File: src/rtl/vend_pkg.sv
// Shared constants, tables and types for the vending order-entry block.
package vend_pkg;

    localparam int unsigned MONEY_W = 4;
    localparam int unsigned CODE_W  = 2;

    // Coin codes as presented on coin_code
    localparam logic [CODE_W-1:0] COIN_1   = 2'b00;
    localparam logic [CODE_W-1:0] COIN_2   = 2'b01;
    localparam logic [CODE_W-1:0] COIN_5   = 2'b10;
    localparam logic [CODE_W-1:0] COIN_BAD = 2'b11;

    // Unit price per item index; entry 0 is the rightmost element
    localparam logic [3:0][MONEY_W-1:0] PRICE_TABLE = {4'd9, 4'd6, 4'd4, 4'd3};

    typedef enum logic [1:0] {
        ST_IDLE    = 2'd0,
        ST_COLLECT = 2'd1,
        ST_REQUEST = 2'd2,
        ST_REFUND  = 2'd3
    } state_t;

    // Order payload handed to the purchase stage
    typedef struct packed {
        logic [MONEY_W-1:0] money;
        logic [MONEY_W-1:0] price;
        logic [MONEY_W-1:0] amount;
    } order_t;

    // Coin value table; the invalid code is worth nothing
    function automatic logic [MONEY_W-1:0] coin_value(input logic [CODE_W-1:0] code);
        case (code)
            COIN_1:  return MONEY_W'(1);
            COIN_2:  return MONEY_W'(2);
            COIN_5:  return MONEY_W'(5);
            default: return MONEY_W'(0);
        endcase
    endfunction

endpackage

File: src/rtl/vend_timeout_ctr.sv
// Quiet-cycle counter; expired means the current quiet cycle completes the timeout.
module vend_timeout_ctr #(
    parameter int unsigned TIMEOUT_CYC = 255
) (
    input  logic clk,
    input  logic rst,
    input  logic clear,
    input  logic enable,
    output logic expired
);

    localparam int unsigned CNT_W = $clog2(TIMEOUT_CYC + 1);
    localparam logic [CNT_W-1:0] LAST = CNT_W'(TIMEOUT_CYC - 1);

    logic [CNT_W-1:0] r_count;
    logic [CNT_W-1:0] w_count_nxt;
    logic             r_expired;

    // Next count: clear wins, otherwise count up and saturate at the last value
    always_comb begin
        w_count_nxt = r_count;
        if (clear) begin
            w_count_nxt = '0;
        end else if (enable && (r_count != LAST)) begin
            w_count_nxt = r_count + CNT_W'(1);
        end
    end

    // Count and registered expiry flag
    always_ff @(posedge clk or posedge rst) begin
        if (rst) begin
            r_count   <= '0;
            r_expired <= 1'b0;
        end else begin
            r_count   <= w_count_nxt;
            r_expired <= (w_count_nxt == LAST);
        end
    end

    assign expired = r_expired;

endmodule

File: src/rtl/vend_order_entry.sv
// Vending order entry: coin credit, item/quantity selection, purchase request and refund.
module vend_order_entry
    import vend_pkg::*;
#(
    parameter int unsigned TIMEOUT_CYC = 255,
    parameter int unsigned MAX_MONEY   = 15
) (
    input  logic               clk,
    input  logic               rst,
    input  logic               coin_valid,
    input  logic [CODE_W-1:0]  coin_code,
    input  logic               sel_valid,
    input  logic [1:0]         item_sel,
    input  logic               qty_inc,
    input  logic               confirm,
    input  logic               cancel,
    input  logic               req_ready,
    output logic [MONEY_W-1:0] money,
    output logic [MONEY_W-1:0] price,
    output logic [MONEY_W-1:0] amount,
    output logic               req_valid,
    output logic               refund_valid,
    output logic [MONEY_W-1:0] refund_amt,
    output logic               coin_reject
);

    state_t             r_state, w_next_state;
    order_t             r_order, w_order;
    logic               r_req_valid, w_req_valid;
    logic               r_refund_valid, w_refund_valid;
    logic [MONEY_W-1:0] r_refund_amt, w_refund_amt;
    logic               r_coin_reject, w_coin_reject;

    logic               w_any_strobe;
    logic               w_in_entry;
    logic [MONEY_W:0]   w_coin_sum;
    logic               w_coin_accept;
    logic               w_expired;
    logic               w_timeout;

    assign w_any_strobe  = coin_valid | sel_valid | qty_inc | confirm | cancel;
    assign w_in_entry    = (r_state == ST_IDLE) || (r_state == ST_COLLECT);
    assign w_coin_sum    = {1'b0, r_order.money} + {1'b0, coin_value(coin_code)};
    // A cancel in COLLECT refuses a coin arriving in the same cycle
    assign w_coin_accept = coin_valid && w_in_entry && (coin_code != COIN_BAD)
                         && (w_coin_sum <= (MONEY_W+1)'(MAX_MONEY))
                         && !((r_state == ST_COLLECT) && cancel);
    assign w_timeout     = (r_state == ST_COLLECT) && w_expired && !w_any_strobe;

    vend_timeout_ctr #(
        .TIMEOUT_CYC (TIMEOUT_CYC)
    ) u_timeout (
        .clk     (clk),
        .rst     (rst),
        .clear   ((r_state != ST_COLLECT) || w_any_strobe),
        .enable  (r_state == ST_COLLECT),
        .expired (w_expired)
    );

    // State register
    always_ff @(posedge clk or posedge rst) begin
        if (rst) begin
            r_state <= ST_IDLE;
        end else begin
            r_state <= w_next_state;
        end
    end

    // Next-state decode; cancel outranks timeout and confirm
    always_comb begin
        w_next_state = r_state;
        case (r_state)
            ST_IDLE: begin
                if (w_coin_accept || sel_valid) w_next_state = ST_COLLECT;
            end
            ST_COLLECT: begin
                if (cancel || w_timeout) begin
                    w_next_state = ST_REFUND;
                end else if (confirm && (r_order.amount != '0)) begin
                    w_next_state = ST_REQUEST;
                end
            end
            ST_REQUEST: begin
                if (r_req_valid && req_ready) w_next_state = ST_IDLE;
            end
            ST_REFUND: w_next_state = ST_IDLE;
            default:   w_next_state = ST_IDLE;
        endcase
    end

    // Next values of the order payload and the pulse outputs
    always_comb begin
        w_order        = r_order;
        w_req_valid    = r_req_valid;
        w_refund_valid = 1'b0;
        w_refund_amt   = '0;
        w_coin_reject  = coin_valid && !w_coin_accept;

        if (w_coin_accept) begin
            w_order.money = w_coin_sum[MONEY_W-1:0];
        end

        if (sel_valid && w_in_entry) begin
            w_order.price  = PRICE_TABLE[item_sel];
            w_order.amount = MONEY_W'(1);
        end else if (qty_inc && (r_state == ST_COLLECT)
                     && (r_order.amount != '0) && (r_order.amount != '1)) begin
            w_order.amount = r_order.amount + MONEY_W'(1);
        end

        case (r_state)
            ST_COLLECT: begin
                if (w_next_state == ST_REFUND) begin
                    w_refund_valid = 1'b1;
                    w_refund_amt   = r_order.money;
                end else if (w_next_state == ST_REQUEST) begin
                    w_req_valid = 1'b1;
                end
            end
            ST_REQUEST: begin
                if (r_req_valid && req_ready) begin
                    w_order     = '0;
                    w_req_valid = 1'b0;
                end
            end
            ST_REFUND: w_order = '0;
            default:   ;
        endcase
    end

    // Output and payload registers
    always_ff @(posedge clk or posedge rst) begin
        if (rst) begin
            r_order        <= '0;
            r_req_valid    <= 1'b0;
            r_refund_valid <= 1'b0;
            r_refund_amt   <= '0;
            r_coin_reject  <= 1'b0;
        end else begin
            r_order        <= w_order;
            r_req_valid    <= w_req_valid;
            r_refund_valid <= w_refund_valid;
            r_refund_amt   <= w_refund_amt;
            r_coin_reject  <= w_coin_reject;
        end
    end

    assign money        = r_order.money;
    assign price        = r_order.price;
    assign amount       = r_order.amount;
    assign req_valid    = r_req_valid;
    assign refund_valid = r_refund_valid;
    assign refund_amt   = r_refund_amt;
    assign coin_reject  = r_coin_reject;

endmodule

File: config.mk
export PLATFORM = sky130hd
export DESIGN_NAME = vend_order_entry
export DESIGN_NICKNAME = d
export VERILOG_FILES = /design/src/rtl/vend_pkg.sv /design/src/rtl/vend_timeout_ctr.sv /design/src/rtl/vend_order_entry.sv
export SDC_FILE = /design/constraint.sdc
export NUM_CORES = 1
export LEC_CHECK = 0
export CORE_MARGIN = 2
export CORE_UTILIZATION = 53
export CTS_CLUSTER_SIZE = 16
export DETAILED_ROUTE_END_ITERATION = 16
export PLACE_DENSITY = 0.84
export SETUP_SLACK_MARGIN = 0.02
export SLEW_MARGIN = 30
export SYNTH_ARGS = -nofsm -noshare
export SYNTH_HDL_FRONTEND = slang
export SYNTH_SLANG_ARGS = --single-unit
File: constraint.sdc
create_clock -name clk -period 4.4 [get_ports clk]
set_input_delay 0.88 -clock clk [delete_from_list [all_inputs] [get_ports clk]]
set_output_delay 0.88 -clock clk [all_outputs]
set_load 0.01 [all_outputs]
**Yosys cells after proc, flatten, opt, wreduce, memory -nomap -nowiden**

Cells that the tools add are included.

- Register bits after elaboration: 30
- Output and inout port bits: 19
- Logic and storage cells: 85

- Add/subtract/negate cells: 3
- Magnitude comparators: 2
- Equal/unequal tests: 15
- Multiplexer cells: 24
- Bitwise operators: 4
- Reductions and logical operators: 27

Operators by type and width:

| kind | count |
|---|---|
| $mux W4 | 7 |
| $pmux W12 S2 | 1 |
| $mux W8 | 2 |
| $logic_and A1 B1 Y1 | 15 |
| $mux W12 | 1 |
| $eq A2 B2 Y1 const B | 5 |
| $pmux W3 S3 | 1 |
| $add A8 B1 Y8 const B | 1 |
| $bmux W4 S2 | 1 |
| $eq A8 B8 Y1 const B | 1 |
| $mux W2 | 4 |
| $ne A2 B2 Y1 const B | 4 |
| $ne A8 B8 Y1 const B | 1 |
| $pmux W2 S4 | 1 |
| $add A4 B4 Y5 | 1 |
| $le A5 B4 Y1 const B | 1 |
| $mux W1 | 5 |
| $add A4 B1 Y4 const B | 1 |
| $eq A2 B1 Y1 const B | 2 |
| $logic_not A2 Y1 | 2 |
| $logic_or A1 B1 Y1 | 4 |
| $ne A4 B4 Y1 const B | 1 |
| $or A1 B1 Y1 | 4 |
| $reduce_and A4 Y1 | 1 |
| 6 further kinds | 8 |

**Logic depth before layout (Yosys ltp)**

- Depth in word-level cells: 13
- Gate-level depth with buffers: 8

**Cells and area by module**

A second synthesis with hierarchy kept.

- Cell total of the unflattened synthesis: 177
- Area, all modules: 1774.2 µm²

By module, submodules not included:

| module | times used | cells each | area an instance (µm²) | sequential area each (µm²) |
|---|---|---|---|---|
| vend_order_entry | 1 | 116 | 1198.6 | 525.5 |
| vend_timeout_ctr | 1 | 61 | 575.6 | 225.2 |

**Least setup slack after synthesis**

OpenSTA, ideal clock, no wires.

- Path type: in2reg
- Start point: in coin_code[0]
- End point: reg r_order (netlist bit money[3])
- Data arrival time: 2.351 ns
- Required time: 4.322 ns
- Path slack: 1.971 ns
- Cell stages on the path: 7
- Cells stage by stage: inv_1 > ha_1 > fa_1 > a21oi_1 > o211ai_1 > or3_1 > a21oi_1

RTL lines:

| item | line | source |
|---|---|---|
| start, declared | vend_order_entry.sv:11 | `input logic [CODE_W-1:0] coin_code,` |
| end signal, assigned | vend_order_entry.sv:140 | `r_order <= w_order;` |
| end, declared | vend_order_entry.sv:28 | `order_t r_order, w_order;` |

==> flow_metrics.py <==
metrics = {
    "status": {
        "outcome": "complete, no violations",
    },
    "logic_synthesis": {
        "ys_warn_count": 0,
        "syn_area_per_cell_um2": 9.98,
        "ys_types": 43,
        "synthTopCellsByArea": "dfrtp_1 (46%), ha_1 (7.6%), nor2_1 (3.9%)",
        "synth_top_area_cell": "dfrtp_1",
        "syn_area_um2": 1640,
        "synthDominantCellAreaShare_pct": 45.9,
        "synthCells": 164,
        "yosysSeqAreaShare_pct": 45.9,
        "ys_ff_latch": 30,
        "syn_nets": 187,
    },
    "timing": {
        "max_freq_mhz": 351,
        "finalCritPeriodShare_pct": 64.7,
        "fin_skew_ns": 0.00725,
        "setup_viol": 0,
        "drv_slew": 0,
        "hold_violations": 0,
        "fin_crit_ns": 2.85,
        "tns_ns": 0,
        "slew_headroom_pct": 47.6,
        "max_slew.worst_pin.slew_ns": 0.784,
        "rsz0062_at_grt": "no",
    },
    "power": {
        "p_sw_mw": 0.326,
        "clockPowerShare_pct": 18.6,
        "cellPowerDensity_nw_per_um2": 453,
        "p_int_mw": 0.587,
        "power.total_mw": 0.913,
        "swShare_pct": 35.7,
        "p_seq_share_pct": 43.3,
        "ir_worst_vdd_uv": 241,
        "p_leak_nw": 0.896,
        "pwr-share-comb_pct": 38.1,
    },
    "worst_setup_path": {
        "critPathMaxStageDelay_ns": 0.51,
        "cp_slowest_cell": "clkdlybuf4s50_1",
        "worst-setup-path-type": "input port to flip-flop",
        "crit_path_cell_trace": "clkdlybuf4s50_1, inv_1, ha_1, fa_1, a21oi_1, o211ai_1, or3_1, a21oi_1",
        "crit_arrival_ns": 3.09,
        "crit_path_start_kind": "input port",
        "path_max_fanout": 8,
        "worstSetupEndpointType": "flip-flop",
        "cp.required_ns": 4.65,
        "crit_top_cell": "a21oi_1",
        "reg2reg_from": "money[0]",
        "cp_num_buf_inv": 2,
        "cp_top_family": "adder cells",
        "cp-startpoint": "coin_code[0]",
    },
    "final_layout": {
        "layout-drive-gt1-share_pct": 7.07,
        "diodes": 0,
        "final_design_area_no_fill_um2": 2020,
        "syn_to_final_growth_pct": 23.2,
        "nets": 220,
        "fillerInstances": 248,
        "regArea_um2": 751,
        "multi_input_area_um2": 823,
    },
    "die": {
        "die_y_um": 59.6,
        "die-area_um2": 3550,
        "design.core.area_um2": 3000,
        "start_util_pct": 54.5,
        "rows": 20,
        "die_x_um": 59.6,
        "io_pins": 31,
    },
    "routing": {
        "vias": 1297,
        "drt-initial-drc-count": 67,
        "wirelength_mm": 3.40,
        "ant_nets": 0,
        "avgViaCountPerCell": 5.61,
        "post_drt_wl_per_cell_um": 14.7,
        "post-route-drc-count": 0,
        "drtPass1Iterations": 4,
    },
    "clock_tree": {
        "numCtsBuffers": 5,
        "clk_latency_ns": 0.32,
        "post_cts_buffers": 0,
        "clock_sinks": 30,
        "cts_tree": "yes",
        "ctsResizeCount": 0,
        "clk_pin_slew_worst_paths_ns": 0.09,
        "clock_path_buffers": 2,
        "cts_hold_buf": 0,
        "cts_htree_levels": 2,
        "root_buffer": "clkbuf_4",
    },
    "global_routing": {
        "grt_pass1_vias": 1265,
        "antenna_found_initial": 0,
        "grt-ovfl-total": 0,
        "grt_max_degree": 31,
        "grt.total_usage_pct": 21.7,
        "grt_pass1_wl_mm": 5.71,
    },
    "min_path": {
        "hp-class": "flip-flop to flip-flop",
        "holdCritStartpoint": "price[0]",
    },
    "run": {
        "drv_cap": 0,
    },
    "placed_design": {
        "io_buffers": 30,
        "place_area_um2": 1960,
        "place.gp.congestion": 0.887,
        "dpl.hpwl_mm": 2.46,
    },
}
cell usage in the layout (no fill, tap or decap), types with 2 or more instances in the layout:
master and n:
nand3_1 3, nor2b_1 6, a21oi_1 10, xor2_1 5
nor3_1 5, clkdlybuf4s50_1 30, xnor2_1 4, mux2i_1 4
and4b_1 4, nor2_1 17, clkbuf_4 5, inv_1 10
ha_1 10, and2_1 6, nand2b_1 2, o21ai_0 6
nand3b_1 2, nand2_1 8, dfrtp_1 30, nand4_1 4
o211ai_1 2
per-layer routing:
layer / track usage [%] / wire, um / share of wire, %
met1: 27.4 / 1530 / 45
met4: 7.30 / 44 / 1.3
met3: 6.11 / 134 / 3.9
met5: 0 / 0 / 0
met2: 35.8 / 1690 / 50
Yosys cell counts:
cell / count
ha_1: 10
clkbuf_1: 1
mux2_2: 1
nor4_2: 1
nand2b_1: 2
and4b_1: 4
and2_1: 6
nand3_2: 1
or2_2: 1
a21o_1: 1
o31ai_1: 1
a211oi_1: 1
xnor2_1: 4
inv_1: 11
nor2_1: 17
a211oi_2: 1
or3_1: 1
nand3b_1: 2
a21oi_1: 10
buf_4: 1
o21ai_2: 1
a22o_1: 1
fa_1: 1
nand2_1: 8
and3b_1: 1
nand3_1: 3
nor4_1: 1
xor2_1: 5
nor3b_1: 1
a22oi_1: 1
o21ai_0: 6
a32oi_1: 1
and3_1: 1
mux2i_1: 4
buf_2: 2
nor2b_1: 6
or2_0: 1
dfrtp_1: 30
o211ai_1: 2
a31oi_1: 1
nor3_1: 5
or2_1: 1
nand4_1: 4
flip-flops by register name (all words and copies together), names as in the netlist:
register,count
u_timeout.r_count,8
amount,4
money,4
price,4
refund_amt,4
r_state,2
coin_reject,1
refund_valid,1
req_valid,1
u_timeout.expired,1
per-stage QoR:
step	worst slack [ns]	util (%)	std cells	hold WS, ns
3_3_place_gp	1.39	65.2	223	0.501
4_1_cts	1.63	67.2	231	0.537
6_report	1.55	67.2	231	0.530
2_1_floorplan	1.97	-	164	0.523
3_5_place_dp	1.28	65.2	223	0.514
5_1_grt	1.44	67.2	231	0.573
worst reg2reg max path, cell delays in order (launching register included):
cell,delay [ns]
dfrtp_1,0.42
ha_1,0.24
fa_1,0.41
a21oi_1,0.15
o211ai_1,0.27
or3_1,0.43
a21oi_1,0.17
cell type report:
type	count	share of cell area, %
Sequential cell	30	37.2
Multi-Input combinational cell	119	40.8
Timing Repair Buffer	30	14.9
Clock inverter	1	0.248
Tap cell	33	2.05
Clock buffer	7	2.73
Inverter	11	2.05
kinds of logic (layout without fill, tap and decap cells):
logic type	Yosys count	count (layout)	share of synthesized area, %
xor gates and xnor gates	9	9	4.82
buffers and inverters	15	49	3.82
adders and majority gates	11	11	8.87
DFF	30	30	45.9
muxes	5	5	3.13
AOI/OAI and AO/OA	27	27	10.4
and+or+nand+nor	67	67	23.1
power by group through the flow:
stage                     Sequential [mW]  Clock, mW  Combinational (mW)
after global placement              0.395          0               0.331
after global routing                0.404      0.189               0.383
after detailed placement            0.399          0               0.344
after CTS                           0.395      0.178               0.348
final                               0.395      0.170               0.348
after floorplan                     0.403          0               0.190
path summary, 6_finish.rpt:
check | end | slack [ns] | cells past startpoint
min reg2reg | price[0] | 0.53 | 2
max | money[3] | 1.55 | 8
max in group asynchronous | refund_amt[1] | 3.04 | 2
max reg2reg | money[3] | 2.23 | 6
min | price[0] | 0.53 | 2
min in group asynchronous | amount[3] | 0.95 | 2
Note: power is estimated with default switching activity, not from simulation.
